===== config.mk =====
export PLATFORM = sky130hd
export DESIGN_NAME = button_conditioner
export DESIGN_NICKNAME = d
export VERILOG_FILES = /design/src/rtl/button_pkg.sv /design/src/rtl/sync2.sv /design/src/rtl/button_conditioner.sv
export SDC_FILE = /design/constraint.sdc
export NUM_CORES = 1
export LEC_CHECK = 0
export CORE_ASPECT_RATIO = 1.1
export CORE_MARGIN = 2
export CORE_UTILIZATION = 55
export CTS_CLUSTER_DIAMETER = 30
export DETAILED_ROUTE_END_ITERATION = 10
export DONT_BUFFER_PORTS = 1
export MAX_ROUTING_LAYER = met4
export PLACE_DENSITY = 0.72
export SLEW_MARGIN = 20
export SYNTH_ARGS = -nofsm -noshare
export SYNTH_HDL_FRONTEND = slang
export SYNTH_SLANG_ARGS = --single-unit

===== constraint.sdc =====
create_clock -name clk -period 2 [get_ports clk]
set_clock_uncertainty 0.1 [all_clocks]
set_input_delay 0.2 -clock clk [delete_from_list [all_inputs] [get_ports clk]]
set_output_delay 0.2 -clock clk [all_outputs]
set_load 0.005 [all_outputs]

===== src/rtl/button_pkg.sv =====
// Shared types and default timing constants for push-button conditioning.
// Every button instance in the game datapath pulls its defaults from here.
package button_pkg;

    typedef enum logic [1:0] {
        IDLE,
        PRESS_CHK,
        HELD,
        REL_CHK
    } btn_state_t;

    localparam int DEFAULT_DEBOUNCE_CYCLES = 16;
    localparam int DEFAULT_REPEAT_DELAY    = 64;
    localparam int DEFAULT_REPEAT_PERIOD   = 16;

    function automatic int max_int(input int a, input int b);
        return (a > b) ? a : b;
    endfunction

endpackage


===== src/rtl/sync2.sv =====
// Two-flop synchronizer for one asynchronous input pin.
// Reused for every raw pin that enters the clk domain.
module sync2 (
    input  logic clk,
    input  logic rst,
    input  logic d_i,
    output logic q_o
);

    logic s1_q;
    logic s2_q;

    always_ff @(posedge clk) begin
        if (rst) begin
            s1_q <= 1'b0;
            s2_q <= 1'b0;
        end else begin
            s1_q <= d_i;
            s2_q <= s1_q;
        end
    end

    assign q_o = s2_q;

endmodule


===== src/rtl/button_conditioner.sv =====
// Turns a raw push-button level into a debounced held level plus press,
// auto-repeat and release strobes, all registered.
module button_conditioner
    import button_pkg::*;
#(
    parameter int DEBOUNCE_CYCLES = DEFAULT_DEBOUNCE_CYCLES,
    parameter int REPEAT_DELAY    = DEFAULT_REPEAT_DELAY,
    parameter int REPEAT_PERIOD   = DEFAULT_REPEAT_PERIOD
) (
    input  logic clk,
    input  logic rst,
    input  logic btn_raw,
    input  logic repeat_en,
    output logic pulse,
    output logic held,
    output logic release_pulse
);

    localparam int DB_W  = $clog2(DEBOUNCE_CYCLES) + 1;
    localparam int RPT_W = $clog2(max_int(REPEAT_DELAY, REPEAT_PERIOD)) + 1;

    localparam logic [DB_W-1:0]  DB_LAST  = DB_W'(DEBOUNCE_CYCLES - 1);
    localparam logic [RPT_W-1:0] DLY_LAST = RPT_W'(REPEAT_DELAY - 1);
    localparam logic [RPT_W-1:0] PER_LAST = RPT_W'(REPEAT_PERIOD - 1);

    logic             btn_sync;
    btn_state_t       state_q;
    logic [DB_W-1:0]  db_cnt_q;
    logic [RPT_W-1:0] rpt_cnt_q;
    logic             first_done_q;
    logic             pulse_q;
    logic             held_q;
    logic             release_q;
    logic [RPT_W-1:0] rpt_last;

    sync2 u_sync (
        .clk (clk),
        .rst (rst),
        .d_i (btn_raw),
        .q_o (btn_sync)
    );

    // The first repeat waits the long delay, later ones the short period.
    assign rpt_last = first_done_q ? PER_LAST : DLY_LAST;

    always_ff @(posedge clk) begin
        if (rst) begin
            state_q      <= IDLE;
            db_cnt_q     <= '0;
            rpt_cnt_q    <= '0;
            first_done_q <= 1'b0;
            pulse_q      <= 1'b0;
            held_q       <= 1'b0;
            release_q    <= 1'b0;
        end else begin
            pulse_q   <= 1'b0;
            release_q <= 1'b0;
            case (state_q)
                IDLE: begin
                    if (btn_sync) begin
                        state_q  <= PRESS_CHK;
                        db_cnt_q <= '0;
                    end
                end
                PRESS_CHK: begin
                    if (!btn_sync) begin
                        state_q <= IDLE;
                    end else if (db_cnt_q == DB_LAST) begin
                        state_q      <= HELD;
                        pulse_q      <= 1'b1;
                        held_q       <= 1'b1;
                        rpt_cnt_q    <= '0;
                        first_done_q <= 1'b0;
                    end else begin
                        db_cnt_q <= db_cnt_q + DB_W'(1);
                    end
                end
                HELD: begin
                    if (!btn_sync) begin
                        state_q  <= REL_CHK;
                        db_cnt_q <= '0;
                    end else if (!repeat_en) begin
                        rpt_cnt_q <= '0;
                    end else if (rpt_cnt_q == rpt_last) begin
                        pulse_q      <= 1'b1;
                        rpt_cnt_q    <= '0;
                        first_done_q <= 1'b1;
                    end else begin
                        rpt_cnt_q <= rpt_cnt_q + RPT_W'(1);
                    end
                end
                REL_CHK: begin
                    // A bounce back to pressed resumes the hold without a new press.
                    if (btn_sync) begin
                        state_q   <= HELD;
                        rpt_cnt_q <= '0;
                    end else if (db_cnt_q == DB_LAST) begin
                        state_q   <= IDLE;
                        release_q <= 1'b1;
                        held_q    <= 1'b0;
                    end else begin
                        db_cnt_q <= db_cnt_q + DB_W'(1);
                    end
                end
                default: state_q <= IDLE;
            endcase
        end
    end

    assign pulse         = pulse_q;
    assign held          = held_q;
    assign release_pulse = release_q;

endmodule

## Word level (Yosys, flattened, before mapping)

Index checks and enable logic that the tools add are counted.

- Flip-flop bits (word level): 20

- Add/sub/neg operators: 2
- Equal/unequal tests: 17
- Multiplexer cells: 37
- Bitwise gates (word level): 1
- Reduce and logical (&&, ||, !) cells: 10

Operator list:

| operator | number |
|---|---|
| two-way mux 7 bit | 6 |
| two-way mux 5 bit | 5 |
| case mux 7 bit (3 select lines) | 1 |
| case mux 5 bit (4 select lines) | 1 |
| two-way mux 1 bit | 13 |
| two-way mux 2 bit | 6 |
| inequality test 2 bit (second input constant) | 6 |
| AND reduction 5 bit | 2 |
| inequality test 2 x 1 -> 1 bit (second input constant) | 4 |
| case mux 2 bit (4 select lines) | 1 |
| AND reduction 4 bit | 2 |
| adder 7 x 1 -> 7 bit (second input constant) | 1 |
| == test 7 x 6 -> 1 bit | 1 |
| two-way mux 6 bit | 1 |
| case mux 1 bit (2 select lines) | 3 |
| AND reduction 6 bit | 1 |
| adder 5 x 1 -> 5 bit (second input constant) | 1 |
| == test 5 x 4 -> 1 bit (second input constant) | 1 |
| == test 2 bit (second input constant) | 2 |
| nonzero test 2 bit | 2 |
| inequality test 3 x 2 -> 1 bit (second input constant) | 1 |
| inequality test 3 bit (second input constant) | 1 |
| nonzero test 3 bit | 1 |
| OR reduction 3 bit | 1 |
| other kinds (3) | 3 |

## Logic depth before layout (Yosys ltp)

- Depth after elaboration: 6
- Mapped depth: 8
- Mapped depth without buffers: 7

## Hierarchy

Synthesis repeated with hierarchy kept, for this count alone.

- Cells, all modules: 123
- Area, all modules: 1044.8 µm²

By module, submodules not included:

| module | times used | cells an instance | area an instance (µm²) |
|---|---|---|---|
| button_conditioner | 1 | 119 | 992.2 |
| sync2 | 1 | 4 | 52.6 |

## Worst setup path before layout

Ideal clock, no wire load.

- Kind: register to register
- Start point: register db_cnt_q[0]
- End point: register rpt_cnt_q[3]
- Setup time: 0.070 ns
- Data arrival time: 1.796 ns
- Required time: 1.830 ns
- Path slack: 0.034 ns
- Cell stages (with the launch flop): 9
- Clock period less this slack: 1.966 ns
- Cell sequence: dfxtp_1 > ha_1 > and3_1 > ha_1 > nand2b_1 > a31oi_1 > buf_2 > a22oi_1 > a21oi_1

- Cells in the longest elaborated chain, start to end: 3

Ends and longest elaborated chain:

| element | line | text |
|---|---|---|
| from (decl) | button_conditioner.sv:28 | `logic [DB_W-1:0] db_cnt_q;` |
| from (signal assigned) | button_conditioner.sv:75 | `db_cnt_q <= db_cnt_q + DB_W'(1);` |
| from (signal assigned) | button_conditioner.sv:102 | `db_cnt_q <= db_cnt_q + DB_W'(1);` |
| == test 5 x 4 -> 1 bit | button_conditioner.sv:68 | `end else if (db_cnt_q == DB_LAST) begin` |
| inequality test 2 bit (no source line) | -- |  |
| AND reduction 5 bit (no source line) | -- |  |
| to (signal assigned) | button_conditioner.sv:89 | `rpt_cnt_q <= rpt_cnt_q + RPT_W'(1);` |
| to (decl) | button_conditioner.sv:29 | `logic [RPT_W-1:0] rpt_cnt_q;` |

Every way passes these cells.
A chain may end at the register's enable or synchronous reset.

==> metrics.md <==
| Metric | Value |
|---|---|
| # hold bufs at CTS | 4 |
| Clock Path Buffers | 2 |
| First-pass GRT wire length | approximately 4 mm |
| Final net count | 158 |
| R2R Setup Slk | -0.009 ns |
| FFs w/ async S/R, synth | 0% |
| Most frequent cells in the layout | dfxtp_1, buf_4, a21oi_1 |
| Routability cong. | 0.786 |
| Finish-stage setup viols | 1 |
| Slew HR | 74.0% |
| R2R depth | 6 |
| Maxcap violations | 0 |
| Post-synth EDFFs | 0 |
| Latest clock arrival within the worst-skew pair | 0.31 ns |
| Data arrival, critical path | 2.14 ns |
| CP Cell Sequence | inv_1 -> ha_1 -> nor3_2 -> a31oi_4 -> or4b_1 -> a21oi_1 |
| Avg Cell Area, Syn | 8.63 um^2 |
| Core Box Area | approximately 0.0018 mm^2 |
| Pin count of the biggest net entering global routing | 15 |
| Cells after Synth | 126 |
| Clk slew on worst S/H paths | 0.12 ns |
| CTS Root Cell | clkbuf_4 |
| Crit path time final | 2.01 ns |
| DR pass1 iterations | 5 |
| Slowest-stage cell, CP | or4b_1 |
| Critical Path Start Type | flip-flop |
| CTS Buf Count | 3 |
| Die Ht | a little over 50 um |
| CP max stage delay | 0.55 ns |
| Crit path capture | rpt_cnt_q[0]$_SDFFE_PP0P_ |
| Dpl hpwl | approximately 1.7 mm |
| Required @ worst endpoint | 2.13 ns |
| ANT cells | 0 |
| Vias | 1039 |
| WL/cell | 15.2 um |
| Final Max Slew Viols | 0 |
| Class of the worst hold path | in2reg |
| #FFs+latches synth | 20 |
| Final WS setup | -0.00866 ns |
| Number of remaining DRC errors | 0 |
| Die ar. | roughly 0.0023 mm^2 |
| H-tree depth | 1 |
| CTS tree | done |
| Final Hold Viols | 7 |
| Layout cell share with drive strength beyond 1 | approximately 22% |
| Clock sinks | 20 |
| Critical path type | reg2reg |
| Final std cells w/o fill | 171 |
| Initial antenna violation count | 0 |
| Syn Nets | around 140 |
| Status | finished with violations |
| Port Buffers | 0 |
| DP Cell Count | 162 |
| Hold_ws | -0.161 ns |
| Peak supply drop | roughly 0.00043 V |
| Top_reg_cell synth | dfxtp_1 |
| Final WL | 2.61 mm |
| Core Util, Final | 75.2% |
| Actual slew at the worst max-slew pin | 0.390 ns |
| Register area share after synthesis | 36.8% |
| Synth unique cells | 36 |
| Routed vias/inst | 6.08 |
| Crit end category | flip-flop |
| Yosys warning total | 0 |
| Most common cell after layout, fill and taps aside | dfxtp_1 |
| RSZ-0062 raised after global routing | yes |
| Gr usage total | between 20% and 30% |
| Crit path max fanout | 8 |
| Pleak | 0.512 nW |
| I/O pins | 7 |
| Failing checks | hold timing, setup timing |
| Vias in the first global route | 979 |
| Mapped Area | 0.00109 mm^2 |
| Row count | 16 |
| Highest Clock Rate | 0.498 GHz |
| Power per cell area | 683 mW/mm^2 |
| Iter 0 DRT Violations | 31 |
| Initial Util | 59.7% |
| Post-DRT Antenna Nets | 0 |
| Fin crit share | 100% |
| Synth-to-Final Area Change | 26.0% |
| Critical R2R Capture | rpt_cnt_q[0]$_SDFFE_PP0P_ |
| Grt ovf | 0 |
| Die Width | roughly 46 um |
| Dpl ws | -0.0685 ns |
-- per-layer routing --
metal | global-route usage (%) | wire, um
met5 | - | 0
met4 | 9.52 | 94
met3 | 3.60 | 99
met2 | 42.4 | 1380
met1 | 27.8 | 1040
-- critical path: cells and delay by family (launching register included) --
kind	cells	cell delay [ns]
buffers and inverters	1	0.08
flip-flops	1	0.35
adder cells (fa/ha/maj)	1	0.26
AO/OA/AOI/OAI	2	0.28
AND/OR/NAND/NOR	2	0.88
-- report_power, final --
group          switching [mW]  internal [mW]  leakage, nW
clock                   0.132          0.203       0.0279
sequential            0.00907          0.408        0.163
combinational          0.0991         0.0843        0.321
total                   0.240          0.695        0.512
-- through the flow --
| stage | TNS [ns] | hold slack (ns) | instance area [um^2] | power, mW |
|---|---|---|---|---|
| 5_1_grt | -0.0700 | -0.179 | 1370 | 0.977 |
| 6_report | -0.00866 | -0.161 | 1370 | 0.935 |
| 4_1_cts | -0.00448 | -0.166 | 1340 | 0.924 |
| 2_1_floorplan | 0 | 0.228 | 1090 | 0.516 |
| 3_3_place_gp | -0.0403 | 0.173 | 1200 | 0.566 |
| 3_5_place_dp | -0.298 | 0.175 | 1200 | 0.570 |
-- synthesized netlist by cell type (2+ instances only) --
| library cell | instances | area, um^2 |
|---|---|---|
| nor3_1 | 2 | 10.0 |
| a211oi_1 | 2 | 15.0 |
| nor2b_1 | 4 | 25.0 |
| o31ai_1 | 2 | 15.0 |
| or3b_1 | 2 | 17.5 |
| nand3_1 | 6 | 30.0 |
| o21ai_0 | 6 | 30.0 |
| ha_1 | 9 | 113 |
| mux2i_1 | 3 | 30.0 |
| or3_1 | 2 | 12.5 |
| a21oi_1 | 13 | 65.1 |
| nor2_1 | 7 | 26.3 |
| dfxtp_1 | 20 | 400 |
| a211o_1 | 3 | 26.3 |
| nand2b_1 | 5 | 31.3 |
| nand2_1 | 9 | 33.8 |
| and3_1 | 2 | 12.5 |
| inv_1 | 7 | 26.3 |
| or4_1 | 3 | 22.5 |
| buf_2 | 3 | 15.0 |
-- logic make-up after synthesis --
logic type      count (synthesis)  synth area share (%)
compound gates                 36                  21.6
buf+inv                        11                  4.14
fa+ha+maj                       9                  10.4
flops                          20                  36.8
mux                             3                  2.76
simple gates                   47                  24.3
-- sequential cells by signal, summed over array words and instances (netlist names), named ones only --
name and count:
u_sync.q_o 1, u_sync.s1_q 1, first_done_q 1, db_cnt_q 5
held 1, rpt_cnt_q 7, state_q 1, release_pulse 1
pulse 1
-- repair_timing --
action / in CTS / in global routing
endpoints found under the hold margin: 11 / 7
pin swaps: 6 / 4
setup endpoints to repair: 8 / 10
setup buffers: 2 / 0
gates resized for setup: 8 / 7
-- worst min-delay path by stage --
| stage | from | to | slack, ns | depth (start not counted) |
|---|---|---|---|---|
| CTS | rst | db_cnt_q[1]$_SDFFE_PP0P_ | -0.17 | 1 |
| finish | rst | rpt_cnt_q[2]$_SDFFE_PP0P_ | -0.16 | 1 |
| detailed placement | rst | rpt_cnt_q[1]$_SDFFE_PP0P_ | 0.17 | 1 |
| global route | rst | rpt_cnt_q[2]$_SDFFE_PP0P_ | -0.18 | 1 |
| floorplan | btn_raw | u_sync.s1_q$_SDFF_PP0_ | 0.23 | 1 |
| global placement | rst | db_cnt_q[4]$_SDFFE_PP0P_ | 0.17 | 1 |
-- area by class of cell --
type,count,area (um^2)
fill,124,452
multi-input combinational,95,709
clock inverter,1,30.0
inverter,7,26.3
tap,27,33.8
clock buffer,3,22.5
sequential,20,403
timing repair buffer,18,145
No activity file was read; power rests on OpenSTA's default activity.
